**config.mk**
```make
export PLATFORM = sky130hd
export DESIGN_NAME = cam_top
export DESIGN_NICKNAME = d
export VERILOG_FILES = /design/src/rtl/cam_top.sv
export SDC_FILE = /design/constraint.sdc
export NUM_CORES = 2
export LEC_CHECK = 0
export CELL_PAD_IN_SITES_DETAIL_PLACEMENT = 0
export CELL_PAD_IN_SITES_GLOBAL_PLACEMENT = 1
export CORE_AREA = 5 5 317 381
export CTS_CLUSTER_DIAMETER = 100
export DETAILED_ROUTE_END_ITERATION = 7
export DIE_AREA = 0 0 322 386
export HOLD_SLACK_MARGIN = 0.15
export PLACE_DENSITY = 0.87
export SLEW_MARGIN = 25
export SYNTH_ARGS = -nofsm -noshare
export SYNTH_HDL_FRONTEND = slang
export SYNTH_SLANG_ARGS = --single-unit
```
**constraint.sdc**
```tcl
create_clock -name clk -period 5.7 [get_ports clk]
set_input_delay 0.57 -clock clk [delete_from_list [all_inputs] [get_ports clk]]
set_output_delay 0.57 -clock clk [all_outputs]
set_load 0.03 [all_outputs]
```
**src/rtl/cam_top.sv**
```systemverilog
// Two-image content-addressable memory: writes by address, parallel search with registered hit flags.
// Optional macro CAM_MATCH_ADDR_EN adds registered lowest-matching-address outputs per image.
module cam_top #(
  parameter int unsigned DATA_W = 24,
  parameter int unsigned ADDR_W = 14,
  parameter int unsigned DEPTH  = 32
) (
  input  logic              clk,
  input  logic              reset,
  input  logic [1:0]        we,
  input  logic              match_en,
  input  logic [ADDR_W-1:0] addr,
  input  logic [DATA_W-1:0] din,
`ifdef CAM_MATCH_ADDR_EN
  output logic [ADDR_W-1:0] match_addr0,
  output logic [ADDR_W-1:0] match_addr1,
`endif
  output logic [1:0]        match
);

  localparam int unsigned IdxW = (DEPTH > 1) ? $clog2(DEPTH) : 1;

  logic [DATA_W-1:0]         data_q [2][DEPTH];
  // Contents deliberately survive reset; valid bits only start cleared at power-up.
  logic [1:0][DEPTH-1:0]     valid_q = '0;

  logic                      addr_ok;
  logic [IdxW-1:0]           idx;
  logic [1:0][DEPTH-1:0]     hit_vec;
  logic [1:0]                hit;
  logic [1:0]                match_d, match_q;

  assign addr_ok = (32'(addr) < DEPTH);
  assign idx     = addr[IdxW-1:0];

  // Storage: out-of-range addresses are dropped, never wrapped.
  always_ff @(posedge clk) begin
    for (int i = 0; i < 2; i++) begin
      if (we[i] && addr_ok) begin
        data_q[i][idx]  <= din;
        valid_q[i][idx] <= 1'b1;
      end
    end
  end

  // Search sees pre-write contents, so a same-cycle write is not yet visible.
  always_comb begin
    hit_vec = '0;
    hit     = '0;
    for (int i = 0; i < 2; i++) begin
      for (int k = 0; k < int'(DEPTH); k++) begin
        hit_vec[i][k] = valid_q[i][k] && (data_q[i][k] == din);
      end
      hit[i] = |hit_vec[i];
    end
  end

  always_comb begin
    match_d = '0;
    if (match_en) begin
      match_d = hit;
    end
  end

  always_ff @(posedge clk) begin
    if (!reset) begin
      match_q <= '0;
    end else begin
      match_q <= match_d;
    end
  end

  assign match = match_q;

`ifdef CAM_MATCH_ADDR_EN
  logic [ADDR_W-1:0] first0_d, first1_d;
  logic [ADDR_W-1:0] first0_q, first1_q;

  // Scan downward so the lowest matching address is the last one assigned.
  always_comb begin
    first0_d = '0;
    first1_d = '0;
    if (match_en) begin
      for (int k = int'(DEPTH) - 1; k >= 0; k--) begin
        if (hit_vec[0][k]) begin
          first0_d = ADDR_W'(k);
        end
        if (hit_vec[1][k]) begin
          first1_d = ADDR_W'(k);
        end
      end
    end
  end

  always_ff @(posedge clk) begin
    if (!reset) begin
      first0_q <= '0;
      first1_q <= '0;
    end else begin
      first0_q <= first0_d;
      first1_q <= first1_d;
    end
  end

  assign match_addr0 = first0_q;
  assign match_addr1 = first1_q;
`endif

endmodule

```
==> flow_metrics.py <==
metrics = {
    "clock_network": {
        "htreeDepth": 4,
        "cts_made_buffers": 147,
        "cts_tree": "built",
        "clkSlewWorstSetupHoldPaths_ps": 60,
        "cts_hold_buf": 0,
        "cts_max_path_buffers": 3,
        "postCtsSetupBuffers": 0,
        "clkLatencyLatePin_ps": 750,
        "root_buffer": "clkbuf_16",
        "cts_resized": 0,
        "cts.sinks": 1602,
    },
    "drt": {
        "dr.max_layer_used": "met5",
        "drc": 0,
        "drtIter0Drc": 2904,
        "wire_per_inst_um": 25.1,
        "firstDrtPassIters": 7,
        "via_per_inst": 5.79,
        "antenna_left": 0,
        "drt-total-wl_mm": 149,
        "drt-met1-wl_mm": 61.0,
        "dr_wl_met2_mm": 72.1,
        "route.met3.wl_mm": 10.9,
        "vias": 34400,
    },
    "synth": {
        "postSynthAreaPerCell_um2": 16.5,
        "synth_area_leaders": "edfxtp_1 71%, xnor2_1 20%, nand4_1 3.0%",
        "synthDistinctLibCells": 24,
        "synth-edff-count": 1600,
        "synthCells": 4115,
        "synth_flop_cell": "edfxtp_1",
        "syn-num-nets": 4158,
        "syn_area_um2": 68100,
        "async_flop_share_pct": 0,
        "synth_warnings": 0,
        "yosysSeqAreaShare_pct": 70.7,
        "yosys.area.top_type": "edfxtp_1",
        "yosys_register_bits": 1602,
        "synth_top_area_share_pct": 70.6,
    },
    "layout": {
        "areaGrowthSynthToFinish_pct": 10.2,
        "fillers": 8009,
        "post-route-util_pct": 64.0,
        "layout_common_cells": "1600 x edfxtp_1, 1536 x xnor2_1, 328 x nand4_1, 154 x clkbuf_16, 138 x buf_4",
        "layout_commonest_cell": "edfxtp_1",
        "layout.nets": 4337,
        "final_layout_size_suffix_gt1_share_pct": 10.4,
    },
    "setup_path": {
        "crit_type": "in -> reg",
        "crit_arrival_ps": 3370,
        "worstPathRequired_ps": 6130,
        "cp-start-kind": "input port",
        "cp-end-kind": "flop",
        "cp_max_fo": 23,
    },
    "timing": {
        "fin_crit_ps": 2940,
        "worst_pin_slew_ps": 978,
        "fmax_ghz": 0.340,
        "hold_violations": 0,
        "fin_skew_ps": 23.3,
        "fin_setup_tns_ps": 0,
        "finalSetupViolCount": 0,
        "max_slew_margin_pct": 34.8,
        "rsz0062_at_grt": "false",
        "final-max-slew-violation-count": 0,
        "period_share_pct": 51.5,
    },
    "placed_design": {
        "io_buffers": 44,
        "dp_hpwl_mm": 87.1,
        "gp_congestion": 0.814,
    },
    "grt": {
        "grt_pass1_vias": 34500,
        "antenna_found_initial": 5,
        "grt_overflow": 0,
        "grt_pass1_wl_mm": 221,
        "grt_use_total_pct": 24.1,
        "grt_max_degree": 56,
    },
    "power": {
        "vdd.ir_drop.worst_uv": 315,
        "p_per_area_nw_per_um2": 320,
        "p_leak_uw": 0.0218,
    },
    "floorplanning": {
        "fp.dieArea_um2": 124000,
        "io_pins": 45,
        "die_h_um": 386,
        "core_area_um2": 117000,
        "die_w_um": 322,
        "placementRows": 138,
        "start_util_pct": 58.1,
    },
    "run_status": {
        "status": "finished, final reports clean",
    },
    "job": {
        "maxCapViolCount": 0,
    },
    "min_path": {
        "min_path_type": "in -> reg",
    },
}
report_power, final:
group	leakage [µW]	internal [µW]	switching, µW
sequential	0.0144	12900	0.409
clock	0.00229	5550	4130
combinational	0.00508	478	853
per-stage QoR:
step	total power (µW)	setup slack [ps]	hold WS (ps)	std cells	cell area (µm²)
2_1_floorplan	14100	2750	505	4115	68100
3_3_place_gp	14500	1840	527	5685	70100
3_5_place_dp	14500	1910	527	5685	70100
4_1_cts	24100	2710	226	5944	74800
5_1_grt	24700	2540	233	5944	75000
6_report	24000	2760	263	5947	75000
logic make-up (layout without fill, tap and decap cells):
kind of cell / after synthesis / in the layout / synth area share (%)
and+or+nand+nor: 764 / 764 / 6.18
buffers and inverters: 179 / 468 / 3.01
xor gates and xnor gates: 1536 / 1536 / 19.8
AOI/OAI and AO/OA: 34 / 34 / 0.386
DFF: 1602 / 1602 / 70.7
other: 0 / 3 / 0
final timing paths:
check / start / endpoint / slack [ps] / depth (start not counted)
worst max-delay path: addr[9] / data_q[0][340] / 2760 / 8
worst min-delay path: din[13] / data_q[0][853] / 260 / 1
worst max register to register: data_q[0][615] / match[0] / 3370 / 6
worst min register to register: valid_q[42] / valid_q[42] / 540 / 1
layout make-up:
type	count	area (µm²)	share of cell area, %
clock inverter	78	744	0.993
antenna	3	7.51	0.0100
clock buffer	181	3960	5.28
inverter	2	7.51	0.0100
multi-input combinational	2334	18300	24.3
timing repair buffer	207	2000	2.67
tap	1540	1930	2.57
sequential	1602	48100	64.1
cell usage after synthesis, types with 3 or more instances:
cell type,number
nor2_1,67
nor3b_1,3
nor4_1,66
nand2_1,100
a22oi_1,32
nand3_1,64
buf_4,11
edfxtp_1,1600
buf_6,119
nand4_1,328
nor3_1,65
nand2b_1,64
clkbuf_1,9
xnor2_1,1536
buf_8,35
buf_12,3
registers in the layout, summed over array words and instances (netlist names):
register,flops
valid_q,64
match,2
data_q,1536
per-layer routing:
metal | up-vias | track usage [%]
li1 | 15300 | -
met1 | 17600 | 33.1
met2 | 1272 | 39.3
met3 | 273 | 4.16
met4 | 2 | 8.74
met5 | - | 0
worst max-delay path: stages:
cell             delay, ps
clkdlybuf4s50_1        400
nor4_1                 260
nand2_1                120
nor4_1                 420
nand2_2                430
buf_4                  450
nor2_2                 380
buf_4                  310
No activity file was read; power rests on OpenSTA's default activity.
